$ cat src/rtl/shift_sequencer_pkg.sv
// shift_pkg: shared definitions for the shift sequencer.
//   DATA_W  - operand width
//   op_t    - operation encodings (OP_SHL/OP_SHR/OP_ROL/OP_ROR)
//   state_t - controller FSM states
//   req_t   - latched request (op + working data)
package shift_pkg;

  localparam int DATA_W = 16;

  typedef enum logic [1:0] {
    OP_SHL = 2'b00,  // zero fill from bit0
    OP_SHR = 2'b01,  // logical, zero fill from bit15
    OP_ROL = 2'b10,
    OP_ROR = 2'b11
  } op_t;

  typedef enum logic [1:0] {
    ST_IDLE  = 2'd0,
    ST_SHIFT = 2'd1,
    ST_DONE  = 2'd2
  } state_t;

  typedef struct packed {
    op_t               op;
    logic [DATA_W-1:0] data;
  } req_t;

endpackage

$ cat src/rtl/shift_sequencer_if.sv
// shift_sequencer_if: request/result handshake bundle.
//   in_valid/in_ready/in_op/in_amt/in_data - request channel
//   out_valid/out_ready/out_data           - result channel
//   master: request producer / result consumer; slave: the sequencer
interface shift_sequencer_if #(
  parameter int W = 16
);
  logic         in_valid;
  logic         in_ready;
  logic [1:0]   in_op;
  logic [3:0]   in_amt;
  logic [W-1:0] in_data;
  logic         out_valid;
  logic         out_ready;
  logic [W-1:0] out_data;

  modport master (
    output in_valid, in_op, in_amt, in_data, out_ready,
    input  in_ready, out_valid, out_data
  );

  modport slave (
    input  in_valid, in_op, in_amt, in_data, out_ready,
    output in_ready, out_valid, out_data
  );
endinterface

$ cat src/rtl/shift_sequencer_step.sv
// shift_step: one 1-bit step of a shift/rotate, purely combinational.
//   i_op   - operation select
//   i_data - operand
//   o_data - operand after one step
module shift_step
  import shift_pkg::*;
#(
  parameter int W = DATA_W
) (
  input  op_t          i_op,
  input  logic [W-1:0] i_data,
  output logic [W-1:0] o_data
);

  always_comb begin
    o_data = i_data;
    case (i_op)
      OP_SHL:  o_data = {i_data[W-2:0], 1'b0};
      OP_SHR:  o_data = {1'b0, i_data[W-1:1]};
      OP_ROL:  o_data = {i_data[W-2:0], i_data[W-1]};
      OP_ROR:  o_data = {i_data[0], i_data[W-1:1]};
      default: o_data = i_data;
    endcase
  end

endmodule

$ cat src/rtl/shift_sequencer.sv
// shift_sequencer: multi-cycle shifter/rotator, one bit per clock.
//   clk   - clock, rising edge
//   rst_n - synchronous active-low reset
//   bus   - request/result handshake (slave side)
//   busy  - high whenever the FSM is not idle
// An accepted request of amount N produces its result N edges later and
// holds it until the consumer takes it.
module shift_sequencer
  import shift_pkg::*;
#(
  parameter int W = DATA_W
) (
  input  logic                clk,
  input  logic                rst_n,
  shift_sequencer_if.slave    bus,
  output logic                busy
);

  state_t       r_state, w_state_nxt;
  logic [3:0]   r_cnt,   w_cnt_nxt;
  req_t         r_req,   w_req_nxt;
  logic [W-1:0] w_step;
  logic         w_accept;

  shift_step #(.W(W)) u_step (
    .i_op   (r_req.op),
    .i_data (r_req.data),
    .o_data (w_step)
  );

  // in_ready is gated by rst_n so it reads low during reset regardless of state.
  assign bus.in_ready  = rst_n & (r_state == ST_IDLE);
  assign w_accept      = bus.in_valid & bus.in_ready;
  assign bus.out_valid = (r_state == ST_DONE);
  // Result comes straight from the data register; no path from in_*.
  assign bus.out_data  = r_req.data;
  assign busy          = (r_state != ST_IDLE);

  always_ff @(posedge clk) begin
    if (!rst_n) begin
      r_state <= ST_IDLE;
      r_cnt   <= '0;
      r_req   <= '0;
    end else begin
      r_state <= w_state_nxt;
      r_cnt   <= w_cnt_nxt;
      r_req   <= w_req_nxt;
    end
  end

  always_comb begin
    w_state_nxt = r_state;
    w_cnt_nxt   = r_cnt;
    w_req_nxt   = r_req;
    case (r_state)
      ST_IDLE: begin
        if (w_accept) begin
          w_req_nxt.op   = op_t'(bus.in_op);
          w_req_nxt.data = bus.in_data;
          w_cnt_nxt      = bus.in_amt;
          w_state_nxt    = (bus.in_amt == 4'd0) ? ST_DONE : ST_SHIFT;
        end
      end
      ST_SHIFT: begin
        w_req_nxt.data = w_step;
        w_cnt_nxt      = r_cnt - 4'd1;
        if (r_cnt == 4'd1) w_state_nxt = ST_DONE;
      end
      ST_DONE: begin
        if (bus.out_ready) w_state_nxt = ST_IDLE;
      end
      default: w_state_nxt = ST_IDLE;
    endcase
  end

endmodule

$ cat src/flat_wrapper.sv
// flat-port wrapper written by rule: the top's interface ports become plain ports
module shift_sequencer_flat import shift_pkg::*;
#(
  parameter int W = DATA_W
)
  (clk, rst_n, busy, bus_in_valid, bus_in_op, bus_in_amt, bus_in_data, bus_out_ready, bus_in_ready, bus_out_valid, bus_out_data);
  shift_sequencer_if #(.W(W)) bus_i ();
  input  logic clk;
  input  logic rst_n;
  output logic busy;
  input wire logic [$bits(bus_i.in_valid)-1:0] bus_in_valid;
  input wire logic [$bits(bus_i.in_op)-1:0] bus_in_op;
  input wire logic [$bits(bus_i.in_amt)-1:0] bus_in_amt;
  input wire logic [$bits(bus_i.in_data)-1:0] bus_in_data;
  input wire logic [$bits(bus_i.out_ready)-1:0] bus_out_ready;
  output wire logic [$bits(bus_i.in_ready)-1:0] bus_in_ready;
  output wire logic [$bits(bus_i.out_valid)-1:0] bus_out_valid;
  output wire logic [$bits(bus_i.out_data)-1:0] bus_out_data;
  assign bus_i.in_valid = bus_in_valid;
  assign bus_i.in_op = bus_in_op;
  assign bus_i.in_amt = bus_in_amt;
  assign bus_i.in_data = bus_in_data;
  assign bus_i.out_ready = bus_out_ready;
  assign bus_in_ready = bus_i.in_ready;
  assign bus_out_valid = bus_i.out_valid;
  assign bus_out_data = bus_i.out_data;
  shift_sequencer #(.W(W)) u_core (.clk(clk), .rst_n(rst_n), .bus(bus_i), .busy(busy));
endmodule
$ cat config.mk
export PLATFORM = sky130hd
export DESIGN_NAME = shift_sequencer_flat
export DESIGN_NICKNAME = d
export VERILOG_FILES = /design/src/rtl/shift_sequencer_pkg.sv /design/src/rtl/shift_sequencer_if.sv /design/src/rtl/shift_sequencer_step.sv /design/src/rtl/shift_sequencer.sv /design/src/flat_wrapper.sv
export SDC_FILE = /design/constraint.sdc
export NUM_CORES = 1
export LEC_CHECK = 0
export CORE_MARGIN = 2
export CORE_UTILIZATION = 25
export CTS_BUF_LIST = sky130_fd_sc_hd__clkbuf_2 sky130_fd_sc_hd__clkbuf_4 sky130_fd_sc_hd__clkbuf_8
export CTS_CLUSTER_SIZE = 30
export DETAILED_ROUTE_END_ITERATION = 8
export SYNTH_ARGS = -nofsm -noshare
export SYNTH_HDL_FRONTEND = slang
export SYNTH_HIERARCHICAL = 1
export SYNTH_SLANG_ARGS = --single-unit
$ cat constraint.sdc
create_clock -name clk -period 1.8 [get_ports clk]
set_input_delay 0.36 -clock clk [delete_from_list [all_inputs] [get_ports clk]]
set_output_delay 0.36 -clock clk [all_outputs]
set_load 0.01 [all_outputs]
==> results.md, run 1 <==
| Group | Result | Reported |
|:---|:---|:---|
| synthesis | Sequential-to-total area share from yosys stat | 28.3% |
| cts | Cts-stage hold buffer count | 0 |
| cts | Clk Tree Root Cell | sky130_fd_sc_hd__clkbuf_8 |
| setup path | Ordered cell list for the critical path | or2_4 > clkdlybuf4s50_1 |
| timing | Highest clock rate | 578 MHz |
| global route | Total Routing Usage GR | 11.1% |
| timing | Transition time at the pin with the least slew margin | 508 ps |
| synthesis | Yosys warning total | 6 |
| cts | Clock-pin slew on the worst setup and hold paths | 90 ps |
| routing | Drt via density | 4.79 |
| routing | Final WL | 4080 um |
| synthesis | Post-Synthesis Cell Area | 1700 um^2 |
| timing | Relative max-transition margin | 66.0% |
| worst hold path | Worst min-delay path class | flip-flop to flip-flop |
| final layout | ANT cells | 0 |
| place | Detailed Place HPWL | 2910 um |
| synthesis | Post-synth EDFFs | 0 |
| global route | Total overflow reported by the global router | 0 |
| power | Max VDD drop | 468 uV |
| floorplan | Number of placement rows | 30 |
| final layout | Layout fillers | 719 |
| timing | Setup skew after layout | 5.45 ps |
| power | Ratio of total power to cell area | 966 nW/um^2 |
| cts | Clock tree from TritonCTS | built |
| place | Total placed cells including tap cells | 293 |
| routing | Count of antenna-violating nets left after detailed routing | 0 |
| routing | Detailed route wirelength on metal3 | 231 um |
| routing | Detailed-route wire length on metal 1 | 1910 um |
| synthesis | Most area-hungry cell type in the Yosys netlist | sky130_fd_sc_hd__dfxtp_1 |
| cts | Clock latency of the later-clocked register in the worst-skew pair | 270 ps |
| routing | Vias after detailed routing | 1,423 |
| setup path | Worst Setup End Kind | primary output |
| synthesis | Portion of synthesized cell area occupied by the leading cell type | 28.3% |
| timing | Total count of hold-check failures in the final report | 0 |
| floorplan | Die Area | 7480 um^2 |
| cts | Number of setup buffers added after CTS | 0 |
| routing | Residual DRC count | 0 |
| global route | Via count of the first global-routing pass | 1,384 |
| setup path | Worst setup path category | flip-flop to primary output |
| timing | Post-Route Setup TNS | 0 ps |
| synthesis | Distinct cells, synth | 41 |
| status | Status | completed |
| setup path | Largest stage delay on the critical path | 480 ps |
| synthesis | Most used standard cells in the synthesized netlist | 32 x sky130_fd_sc_hd__nand2_1, 24 x sky130_fd_sc_hd__dfxtp_1, 20 x sky130_fd_sc_hd__a21oi_1, 20 x sky130_fd_sc_hd__buf_4 |
| routing | Max Used Layer | met4 |
| synthesis | Most frequent cell after synthesis | sky130_fd_sc_hd__nand2_1 |
| final layout | Fraction of final layout cells sized beyond drive strength 1 | 24.9% |
| cts | Clock buffer count from CTS | 3 |
| setup path | Data arrival time of the critical path | 1370 ps |
| routing | Routed length on met2 | 1920 um |
| setup path | Required time worst endpoint | 1440 ps |
| place | Input/output buffers | 44 |
| routing | First-pass detailed-route iteration total | 4 |
| timing | Portion of the clock cycle consumed by the worst path in the final layout | 96.1% |
| setup path | Crit path launch type | flip-flop |
| timing | Final setup fails | 0 |
| power | Standby leakage power | 0.804 nW |
| cts | Clock Tree Buf Depth | 2 |
| floorplan | Initial cell density of the core | 25.4% |
| floorplan | Core outline area | 6680 um^2 |
| final layout | Final net count | 246 |
| synthesis | Synthesis-stage register bit count | 24 |
| routing | Average wire per cell in the routed design | 13.7 um |
| final layout | Post-route insts no fill | 297 |
| synthesis | Syn_nets | 217 |
| cts | TritonCTS sink count | 24 |
| timing | Final worst path period need | 1730 ps |
| synthesis | Syn Inst Count | 189 |
| floorplan | Boundary pin count | 45 |
| cts | Level count of the clock H-tree | 1 |
| final layout | Area taken by multi-input logic gates | 927 um^2 |
| synthesis | Share of synthesized flip-flops with an asynchronous set or reset | 0% |
| floorplan | Die X | 86.5 um |
| routing | Drt first-iter violations | 63 |
| run | Max Cap Violations | 0 |
| floorplan | Die Span Y | 86.5 um |
| synthesis | Biggest area contributors in the synthesized netlist | sky130_fd_sc_hd__dfxtp_1 28%, sky130_fd_sc_hd__buf_4 8.8%, sky130_fd_sc_hd__a311oi_2 7.9% |
| global route | Maximum number of pins on one net before global-route repair | 21 |
| timing | Setup repair after global routing missed its margin | false |
| global route | Wire length of the first global-routing pass | 6700 um |
| synthesis | Post-Syn Area per Cell | 9.00 um^2 |
| final layout | FF+latch area | 482 um^2 |
| place | Placer congestion estimate | 0.751 |
| global route | Antenna violations before repair | 0 |
| final layout | Area delta synth->final | 26.0% |
| synthesis | Most used DFF post-synth | sky130_fd_sc_hd__dfxtp_1 |
| setup path | Worst-path maximum fanout | 5 |
| setup path | Critical path's slowest cell | sky130_fd_sc_hd__clkdlybuf4s50_1 |
| timing | Total count of max-transition violations in the final report | 0 |
==> registers in the layout, summed over array words and instances (netlist names) <==
register and cells:
u_core/r_state 2, u_core/bus.out_data 16, u_core/r_cnt 4, u_core/r_req 2
==> worst max-delay path: cells and delay by family (launching register included) <==
| kind | cells | cell delay [ps] |
|---|---|---|
| AND/OR/NAND/NOR | 1 | 270 |
| buffers and inverters | 1 | 480 |
| flip-flops | 1 | 350 |
==> layer usage <==
metal,vias to the layer above,global-route usage [%]
li1,710,-
met4,0,1.70
met3,2,2.48
met5,-,0
met2,38,18.2
met1,673,15.2
==> path summary, 6_finish.rpt <==
kind	start	to	slack [ps]	cells after the start
worst max register to register	u_core/r_state[1]$_SDFFE_PN0P_	u_core/r_cnt[0]$_SDFFE_PN0P_	340	5
worst min register to register	u_core/r_req[17]$_SDFFE_PN0P_	u_core/r_req[17]$_SDFFE_PN0P_	500	2
worst min-delay path	u_core/r_req[17]$_SDFFE_PN0P_	u_core/r_req[17]$_SDFFE_PN0P_	500	2
worst max-delay path	u_core/r_state[0]$_SDFFE_PN0P_	busy	70	2
==> area by class of cell <==
class / instances / share of cell area [%]
Multi-Input combinational cell: 127 / 43.3
Clock inverter: 1 / 1.40
Inverter: 6 / 1.05
Tap cell: 80 / 4.67
Clock buffer: 3 / 1.93
Timing Repair Buffer: 56 / 25.2
Sequential cell: 24 / 22.5
==> power by group <==
| group | internal (mW) | switching (mW) |
|---|---|---|
| logic | 0.464 | 0.404 |
| clock network | 0.297 | 0.186 |
| registers | 0.626 | 0.0928 |
| total | 1.39 | 0.683 |
==> cells in the final DEF (no fill, tap or decap), types with 2 or more instances in the layout <==
cell                              netlist  routed
sky130_fd_sc_hd__clkdlybuf4s50_1        0      42
sky130_fd_sc_hd__o21ai_0                5       5
sky130_fd_sc_hd__a311oi_2               9       9
sky130_fd_sc_hd__or3_1                  2       2
sky130_fd_sc_hd__nor3_1                 2       2
sky130_fd_sc_hd__dlygate4sd2_1          0       2
sky130_fd_sc_hd__a311oi_1               7       7
sky130_fd_sc_hd__mux2_4                 6       6
sky130_fd_sc_hd__inv_1                  5       5
sky130_fd_sc_hd__ha_1                   2       2
sky130_fd_sc_hd__a21oi_1               20      20
sky130_fd_sc_hd__mux2_2                 8       8
sky130_fd_sc_hd__nand2_2                9       9
sky130_fd_sc_hd__nand2_1               32      32
sky130_fd_sc_hd__clkbuf_8               0       3
sky130_fd_sc_hd__dfxtp_1               24      23
sky130_fd_sc_hd__and2b_1                2       2
sky130_fd_sc_hd__nor2_1                 3       3
sky130_fd_sc_hd__buf_4                 20      11
==> per-stage QoR <==
step | utilization, % | total power, mW | hold slack, ps | instance area, um^2 | setup WS (ps)
2_1_floorplan | - | 1.40 | 449 | 1700 | 372
3_3_place_gp | 31.0 | 1.60 | 480 | 2070 | -206
3_5_place_dp | 31.0 | 1.61 | 483 | 2070 | -245
4_1_cts | 32.0 | 2.08 | 496 | 2140 | 44.1
5_1_grt | 32.1 | 2.20 | 529 | 2140 | 28.7
6_report | 32.1 | 2.07 | 499 | 2140 | 69.7
==> what timing repair did <==
item,in CTS,in global routing
endpoints found under the setup margin,2,14
pin swaps,0,0
gates resized for setup,2,2
==> kinds of logic after synthesis <==
kind of cell             share of synthesized area [%]
AND/OR/NAND/NOR                                   17.8
AO/OA/AOI/OAI                                     24.4
multiplexers                                      10.6
buffers and inverters                             17.5
flip-flops                                        28.3
adder cells (fa/ha/maj)                           1.47
No activity file was read; power rests on OpenSTA's default activity.
==> inputs of run 2 (changes only) <==
--- a/config.mk
+++ b/config.mk
@@ -8,6 +8,7 @@
 export CORE_MARGIN = 2
 export CORE_UTILIZATION = 25
 export CTS_BUF_LIST = sky130_fd_sc_hd__clkbuf_2 sky130_fd_sc_hd__clkbuf_4 sky130_fd_sc_hd__clkbuf_8
+export CTS_CLUSTER_DIAMETER = 80
 export CTS_CLUSTER_SIZE = 30
 export DETAILED_ROUTE_END_ITERATION = 8
 export SYNTH_ARGS = -nofsm -noshare
==> results of run 2 <==
No change in the layout: final DEF, timing and power equal those of run 1.
